--- src/rtl/voice_scheduler.sv ---
// voice_scheduler
// Shares one oscillator step unit across VOICES voices. Each sample_tick runs
// one round. A round gives every voice a fixed slot of OSC_LATENCY+1 cycles,
// stepping the oscillator once for each active voice. The round ends with the
// saturated sum of the new samples on mix_out.
//
// state   | meaning
// --------+-----------------------------------------------------------------
// IDLE    | waiting for sample_tick
// LOAD    | voice_q state presented on osc_*, osc_load strobed if active
// WAIT    | oscillator latency padding (only when OSC_LATENCY > 1)
// STORE   | oscillator result written back and accumulated
// DONE    | saturated mix registered, mix_valid strobed
module voice_scheduler #(
    parameter int VOICES      = 4,
    parameter int DATA_WIDTH  = 32,
    parameter int FRAC_BITS   = 20,
    parameter int OSC_LATENCY = 1,
    localparam int VW = (VOICES > 1) ? $clog2(VOICES) : 1
) (
    input  logic                  clk,
    input  logic                  reset_n,
    input  logic                  sample_tick,
    input  logic                  cfg_we,
    input  logic [VW-1:0]         cfg_voice,
    input  logic                  cfg_enable,
    input  logic [DATA_WIDTH-1:0] cfg_wave_length,
    input  logic                  cfg_restart,
    output logic                  osc_load,
    output logic [DATA_WIDTH-1:0] osc_sample,
    output logic [DATA_WIDTH-1:0] osc_counter,
    output logic [DATA_WIDTH-1:0] osc_wave_length,
    input  logic [DATA_WIDTH-1:0] osc_value,
    input  logic [DATA_WIDTH-1:0] osc_out_counter,
    output logic [DATA_WIDTH-1:0] mix_out,
    output logic                  mix_valid,
    output logic                  busy,
    output logic                  overrun
);

    // Accumulator width leaves headroom for VOICES full-scale samples plus sign.
    localparam int AW  = DATA_WIDTH + VW + 1;
    localparam int WCW = (OSC_LATENCY > 1) ? $clog2(OSC_LATENCY) : 1;

    localparam logic [DATA_WIDTH-1:0] SAMPLE_ONE   = DATA_WIDTH'(1) << FRAC_BITS;
    localparam logic [DATA_WIDTH-1:0] COUNTER_INIT = DATA_WIDTH'(1);
    localparam logic signed [AW-1:0]  SAT_MAX =
        {{(AW-DATA_WIDTH+1){1'b0}}, {(DATA_WIDTH-1){1'b1}}};
    localparam logic signed [AW-1:0]  SAT_MIN =
        {{(AW-DATA_WIDTH+1){1'b1}}, {(DATA_WIDTH-1){1'b0}}};

    typedef enum logic [2:0] {
        S_IDLE,
        S_LOAD,
        S_WAIT,
        S_STORE,
        S_DONE
    } state_t;

    state_t                 state_q;
    logic [VW-1:0]          voice_q;
    logic [WCW-1:0]         wait_q;
    logic                   active_q;
    logic signed [AW-1:0]   acc_q;

    logic                   osc_load_q;
    logic [DATA_WIDTH-1:0]  osc_sample_q;
    logic [DATA_WIDTH-1:0]  osc_counter_q;
    logic [DATA_WIDTH-1:0]  osc_wl_q;
    logic [DATA_WIDTH-1:0]  mix_out_q;
    logic                   mix_valid_q;
    logic                   busy_q;
    logic                   overrun_q;

    logic [DATA_WIDTH-1:0]  sample_q  [VOICES];
    logic [DATA_WIDTH-1:0]  counter_q [VOICES];
    logic [DATA_WIDTH-1:0]  wl_q      [VOICES];
    logic [VOICES-1:0]      en_q;

    logic [VW-1:0]          slot_d;
    logic [DATA_WIDTH-1:0]  slot_sample;
    logic [DATA_WIDTH-1:0]  slot_counter;
    logic [DATA_WIDTH-1:0]  slot_wl;
    logic                   slot_active;
    logic                   last_voice;
    logic signed [AW-1:0]   addend;
    logic signed [AW-1:0]   acc_d;
    logic [DATA_WIDTH-1:0]  mix_sat;
    logic                   store_wr;
    logic                   cfg_hit;

    // Next slot to present, its stored state, and the running sum including this STORE.
    always_comb begin
        slot_d       = (state_q == S_IDLE) ? '0 : voice_q + 1'b1;
        slot_sample  = sample_q[slot_d];
        slot_counter = counter_q[slot_d];
        slot_wl      = wl_q[slot_d];
        slot_active  = en_q[slot_d] && (wl_q[slot_d] != '0);
        last_voice   = (voice_q == VW'(VOICES - 1));
        addend       = active_q ? {{(AW-DATA_WIDTH){osc_value[DATA_WIDTH-1]}}, osc_value} : '0;
        acc_d        = acc_q + addend;
        store_wr     = (state_q == S_STORE) && active_q;
        cfg_hit      = cfg_we && ({1'b0, cfg_voice} < (VW+1)'(VOICES));
    end

    // Clamp the wide sum into the output word range.
    always_comb begin
        if (acc_d > SAT_MAX) begin
            mix_sat = SAT_MAX[DATA_WIDTH-1:0];
        end else if (acc_d < SAT_MIN) begin
            mix_sat = SAT_MIN[DATA_WIDTH-1:0];
        end else begin
            mix_sat = acc_d[DATA_WIDTH-1:0];
        end
    end

    // Round sequencer with registered oscillator, mix and status outputs.
    always_ff @(posedge clk or negedge reset_n) begin
        if (!reset_n) begin
            state_q       <= S_IDLE;
            voice_q       <= '0;
            wait_q        <= '0;
            active_q      <= 1'b0;
            acc_q         <= '0;
            osc_load_q    <= 1'b0;
            osc_sample_q  <= '0;
            osc_counter_q <= '0;
            osc_wl_q      <= '0;
            mix_out_q     <= '0;
            mix_valid_q   <= 1'b0;
            busy_q        <= 1'b0;
            overrun_q     <= 1'b0;
        end else begin
            osc_load_q  <= 1'b0;
            mix_valid_q <= 1'b0;
            overrun_q   <= sample_tick && (state_q != S_IDLE);
            case (state_q)
                S_IDLE: begin
                    if (sample_tick) begin
                        state_q       <= S_LOAD;
                        busy_q        <= 1'b1;
                        voice_q       <= slot_d;
                        active_q      <= slot_active;
                        osc_load_q    <= slot_active;
                        osc_sample_q  <= slot_sample;
                        osc_counter_q <= slot_counter;
                        osc_wl_q      <= slot_wl;
                    end
                end
                S_LOAD: begin
                    if (OSC_LATENCY == 1) begin
                        state_q <= S_STORE;
                    end else begin
                        state_q <= S_WAIT;
                        wait_q  <= WCW'(OSC_LATENCY - 1);
                    end
                end
                S_WAIT: begin
                    if (wait_q == WCW'(1)) begin
                        state_q <= S_STORE;
                    end else begin
                        wait_q <= wait_q - 1'b1;
                    end
                end
                S_STORE: begin
                    if (last_voice) begin
                        state_q     <= S_DONE;
                        mix_out_q   <= mix_sat;
                        mix_valid_q <= 1'b1;
                        acc_q       <= '0;
                    end else begin
                        state_q       <= S_LOAD;
                        acc_q         <= acc_d;
                        voice_q       <= slot_d;
                        active_q      <= slot_active;
                        osc_load_q    <= slot_active;
                        osc_sample_q  <= slot_sample;
                        osc_counter_q <= slot_counter;
                        osc_wl_q      <= slot_wl;
                    end
                end
                S_DONE: begin
                    state_q  <= S_IDLE;
                    busy_q   <= 1'b0;
                    active_q <= 1'b0;
                end
                default: begin
                    state_q <= S_IDLE;
                    busy_q  <= 1'b0;
                end
            endcase
        end
    end

    // Per-voice storage: config writes, restart, and oscillator writeback (restart wins).
    always_ff @(posedge clk or negedge reset_n) begin
        if (!reset_n) begin
            en_q <= '0;
            for (int i = 0; i < VOICES; i++) begin
                sample_q[i]  <= SAMPLE_ONE;
                counter_q[i] <= COUNTER_INIT;
                wl_q[i]      <= '0;
            end
        end else begin
            for (int i = 0; i < VOICES; i++) begin
                if (cfg_hit && (cfg_voice == VW'(i))) begin
                    en_q[i] <= cfg_enable;
                    wl_q[i] <= cfg_wave_length;
                end
                if (cfg_hit && (cfg_voice == VW'(i)) && cfg_restart) begin
                    sample_q[i]  <= SAMPLE_ONE;
                    counter_q[i] <= COUNTER_INIT;
                end else if (store_wr && (voice_q == VW'(i))) begin
                    sample_q[i]  <= osc_value;
                    counter_q[i] <= osc_out_counter;
                end
            end
        end
    end

    assign osc_load        = osc_load_q;
    assign osc_sample      = osc_sample_q;
    assign osc_counter     = osc_counter_q;
    assign osc_wave_length = osc_wl_q;
    assign mix_out         = mix_out_q;
    assign mix_valid       = mix_valid_q;
    assign busy            = busy_q;
    assign overrun         = overrun_q;

endmodule

--- config.mk ---
export PLATFORM = sky130hd
export DESIGN_NAME = voice_scheduler
export DESIGN_NICKNAME = d
export VERILOG_FILES = /design/src/rtl/voice_scheduler.sv
export SDC_FILE = /design/constraint.sdc
export NUM_CORES = 1
export LEC_CHECK = 0
export BUFFER_PORTS_ARGS = -buffer_cell sky130_fd_sc_hd__buf_2
export CAP_MARGIN = 5
export CELL_PAD_IN_SITES_DETAIL_PLACEMENT = 0
export CELL_PAD_IN_SITES_GLOBAL_PLACEMENT = 1
export CORE_UTILIZATION = 45
export CTS_CLUSTER_DIAMETER = 200
export CTS_CLUSTER_SIZE = 24
export DETAILED_ROUTE_END_ITERATION = 6
export GPL_TIMING_DRIVEN = 0
export PLACE_DENSITY_LB_ADDON = 0.1
export SETUP_SLACK_MARGIN = 0.3
export SYNTH_ARGS = -nofsm -noshare
export SYNTH_HDL_FRONTEND = slang
export SYNTH_SLANG_ARGS = --single-unit
--- constraint.sdc ---
create_clock -name clk -period 10.1 [get_ports clk]
set_clock_uncertainty 0.1 [all_clocks]
set_input_delay 0 -clock clk [delete_from_list [all_inputs] [get_ports clk]]
set_output_delay 0 -clock clk [all_outputs]
set_load 0.02 [all_outputs]
; ---- Yosys cells after proc, flatten, opt, wreduce, memory -nomap -nowiden
; Index checks and enable logic that the tools add are counted.
[op_classes]
n_addsub = 3
n_reduce_logical = 32
n_bitwise = 2
eq_ne = 13
mux = 59
magnitude_cmp = 4
[ops]
columns = operator, count
row1 = two-way mux 32 bit, 30
row2 = binary-select mux 32 bit (select 2 bit), 3
row3 = one-hot mux 32 bit (2 select lines), 3
row4 = two-way mux 35 bit, 2
row5 = adder 35 bit, 1
row6 = greater-than comparator 35 x 32 -> 1 bit (second input constant), 1
row7 = less-than comparator 35 x 32 -> 1 bit (second input constant), 1
row8 = nonzero test 32 bit, 1
row9 = logical AND 1 bit, 15
row10 = one-hot mux 3 bit (4 select lines), 1
row11 = nonzero test 2 bit, 5
row12 = two-way mux 1 bit, 9
row13 = two-way mux 3 bit, 3
row14 = == test 2 bit (second input constant), 4
row15 = == test 3 x 2 -> 1 bit (second input constant), 2
row16 = two-way mux 2 bit, 3
row17 = != test 2 bit (second input constant), 3
row18 = AND reduction 2 bit, 3
row19 = AND reduction 3 bit, 2
row20 = nonzero test 3 bit, 2
row21 = == test 2 x 1 -> 1 bit (second input constant), 2
row22 = zero test 2 bit, 2
row23 = one-hot mux 1 bit (2 select lines), 2
row24 = one-hot mux 2 bit (2 select lines), 1
row25 = other kinds (12), 12
[totals]
ff_bits = 562

; ---- Longest topological paths before layout
[depth]
word_depth = 10
ltp_mapped = 15
depth_no_buf = 12

; ---- Least setup slack after synthesis
; Ideal clock, no wire load.
[synth_timing]
path_kind = reg-to-reg
from = reg active_q
to = reg mix_out_q[10], in the netlist mix_out[10]
t_arrival_ps = 3072
slack_ps = 6796
synth_period_minus_slack_ps = 3304
path_stages_with_launch = 15
path_buffers = 4
setup_time_ps = 132
cell_sequence = dfrtp_1 -> clkbuf_1 -> clkbuf_1 -> and2_1 -> ha_1 -> buf_6 -> a21o_1 -> o21bai_1 -> a311o_1 -> a211o_1 -> a21oi_4 -> a21oi_1 -> o22ai_2 -> buf_2 -> nand4_1
[synth_between]
elab_chain_len = 5
word_cells_on_any_way = 6
cone_classes = add/sub: 1 / order compare: 2 / mux: 3
[synth_rtl]
columns = element, line_no
row1 = "start, declared", 63  ; logic active_q;
row2 = "start signal, assigned", 143  ; active_q <= slot_active;
row3 = "start signal, assigned", 175  ; active_q <= slot_active;
row4 = two-way mux 35 bit *, 100  ; addend = active_q ? {{(AW-DATA_WIDTH){osc_value[DATA_WIDTH-1]}}, osc_value} : '0;
row5 = adder 35 bit *, 101  ; acc_d = acc_q + addend;
row6 = less-than comparator 35 x 32 -> 1 bit, 110  ; end else if (acc_d < SAT_MIN) begin
row7 = two-way mux 32 bit, 110
row8 = two-way mux 32 bit *, 108  ; if (acc_d > SAT_MAX) begin
row9 = "end signal, assigned", 168  ; mix_out_q <= mix_sat;
row10 = "end, declared", 70  ; logic [DATA_WIDTH-1:0] mix_out_q;
; Every way passes the cells marked *; elsewhere a longest branch is shown, timed or not.
; A chain may end at the register's enable or synchronous reset.

; ---- Worst setup path in the final report
[layout_timing]
from = reg active_q
to = reg mix_out_q[29], in the netlist mix_out[29]
; Same word-level chain as after synthesis.

==> flow_summary.ini <==
[detailed_routing]
routed_wl_mm = 87.7
via_per_inst = 5.81
drt_pass1_iterations = 5
drc = 0
drt_iter0_drc = 1906
wl_per_cell_um = 22.2
ant_nets = 0
vias = 22900

[clocking]
worst_skew_pair.late_latency_ns = 0.63
htreeDepth = 1
clock_path_buffers = 3
path_clk_slew_ns = 0.10
postCtsSetupBuffers = 0
clockRootBuffer = clkbuf_16
cts_hold_buf = 107
post_cts_resize_count = 0
tritoncts = built
cts_sinks = 562
cts_buffers = 27

[pwr]
p_leak_nw = 13.7
vdd_drop_max_uv = 182
total_power_w = 0.0100
power.density_nw_per_um2 = 326

[global_routing]
antenna_found_initial = 3
grtUsageTotal = 0.291
overflow = 0
grt_pass1_wl_mm = 136
grt_pass1_vias = 22700
grt_max_degree = 127

[critical_path]
path_class = reg2reg
crit_path_start = active_q$_DFFE_PN0P_
critPathArrivalTime_ns = 5.15
reg2reg_depth = 13
worstPathRequired_ns = 10.47
rr_startpoint = active_q$_DFFE_PN0P_
worst_r2r_endpoint = mix_out[29]$_DFFE_PN0P_
worstSetupEndpointType = register
endpoint = mix_out[29]$_DFFE_PN0P_
cp_max_fo = 10
r2r_slack_ns = 5.32
start_kind = register

[sta]
tns_ns = 0
slew_viol_final = 0
finalSetupViolCount = 0
hold_viol = 0
period_minus_slack_ns = 4.78
whs_ns = 0.0701
rsz0062_at_grt = false
fmax_mhz = 209
max-slew-margin-rel = 0.103
worst_pin_slew_ns = 1.34
post-route-period-util = 0.473

[final_layout]
drive_gt1_frac = 0.163
num_antenna_cells = 0
fin_nets = 3311
area_growth_syn_to_layout_pct = 15.5

[yosys]
ys_seq_area_frac = 0.527
synthFlopType = dfrtp_1
yosys_register_bits = 562
synth_cells = 2792
syn_area_per_cell_um2 = 9.56
synth_nets = 2935
synth_edf_count = 0
yosysWarnings = 0
syn-cell-area_um2 = 26700
synth-async-reset-ratio = 1.00
yosys.cell_types.count = 82

[floorplanning]
ios = 236
fp-row-count = 88
dieArea_um2 = 60300
die_y_um = 245
die_w_um = 245
start_util = 0.459
fp.coreArea_um2 = 58100

[place]
io_buffers = 235
gp_congestion = 0.891
dp_hpwl_mm = 62.1

[run]
cap_violations = 0

[run_status]
status = complete, no violations

[min_path]
min_path_type = in2reg
==> through the flow <==
step,worst slack [ns],util,cell area (um2),std cells
after floorplan,6.80,-,26700,2792
after global placement,-2.70,0.496,28800,3792
after detailed placement,5.45,0.498,29000,3797
after CTS,5.39,0.530,30800,3946
after global routing,5.06,0.530,30800,3946
final,5.32,0.530,30800,3946
==> cell usage in the layout (no fill, tap or decap), types with 36 or more instances in the layout <==
cell type	n
a22o_1	46
dfrtp_1	554
ha_1	38
clkbuf_1	155
buf_2	270
mux2_2	162
nand2_1	785
dlygate4sd3_1	106
nand4_1	73
and2_1	36
o21ai_0	90
nand3_1	91
nor2_1	42
a21oi_1	288
o221ai_1	66
==> metal layers <==
metal  vias up  track usage  wire length, um
met5         -            0               30
met4         6       0.0665             1650
met3       101       0.0442             5420
met2       712        0.458            40100
met1     11600        0.422            40500
li1      10500            -                -
==> layout make-up <==
class | instances | area, um2
plain buffers | 213 | 886
clock buffers | 40 | 724
clock inverters | 2 | 36.3
fillers | 5442 | 27300
inverters | 21 | 78.8
multi-input cells | 1996 | 11600
flip-flops and latches | 562 | 14100
well taps | 765 | 957
repair buffers | 347 | 2410
==> power breakdown <==
part	internal (W)	total (W)	switching (W)	leakage, nW
combinational	0.00174	0.00519	0.00344	6.21
sequential	0.00310	0.00359	0.000482	7.11
clock	0.000507	0.00128	0.000768	0.365
total	0.00536	0.0100	0.00469	13.7
==> kinds of logic after synthesis <==
| kind of cell | after synthesis | share of synthesized area |
|---|---|---|
| AO/OA/AOI/OAI | 654 | 0.157 |
| XOR/XNOR | 29 | 0.00980 |
| adder cells (fa/ha/maj) | 39 | 0.0186 |
| buffers and inverters | 234 | 0.0362 |
| flip-flops | 562 | 0.527 |
| multiplexers | 177 | 0.0740 |
| AND/OR/NAND/NOR | 1097 | 0.177 |
==> flip-flops by register name (all words and copies together) (netlist names), 2 cells and up <==
register and flops:
state_q 3, osc_wave_length 32, sample_q 128, voice_q 2, wl_q 128, counter_q 128
acc_q 35, osc_counter 32, osc_sample 32, en_q 4, mix_out 32
==> worst min-delay path by stage <==
stage,startpoint,to,slack [ns],cells after the start
floorplan,reset_n,acc_q[0]$_DFFE_PN0P_,-0.40,0
global placement,cfg_wave_length[23],wl_q[119]$_DFFE_PN0P_,0.17,2
detailed placement,reset_n,osc_sample[4]$_DFFE_PN0P_,-0.10,1
CTS,cfg_wave_length[22],wl_q[54]$_DFFE_PN0P_,0.05,3
global route,cfg_wave_length[22],wl_q[54]$_DFFE_PN0P_,0.07,3
finish,cfg_wave_length[11],wl_q[75]$_DFFE_PN0P_,0.07,3
==> synthesized netlist by cell type (36+ instances only) <==
cell type,n,area share
a22o_1,46,0.015
and2_1,36,0.0084
dfrtp_1,554,0.52
a21oi_1,288,0.054
nand4_1,73,0.017
buf_2,36,0.0068
nor2_1,42,0.0059
nand2_1,785,0.11
o21ai_0,90,0.017
ha_1,38,0.018
clkbuf_1,142,0.020
nand3_1,91,0.017
mux2_2,162,0.068
o221ai_1,66,0.022
==> critical path, cell delays in order, from the launching register on <==
cell      delay, ns
dfrtp_1        0.49
clkbuf_1       0.53
clkbuf_1       0.47
and2_1         0.20
ha_1           0.31
a21oi_1        0.31
nand2_1        0.08
a221oi_1       0.66
nand3_1        0.31
a211oi_1       0.34
nor3_1         0.17
o22ai_2        0.21
buf_2          0.29
nand4_1        0.13
Note: power is estimated with default switching activity, not from simulation.
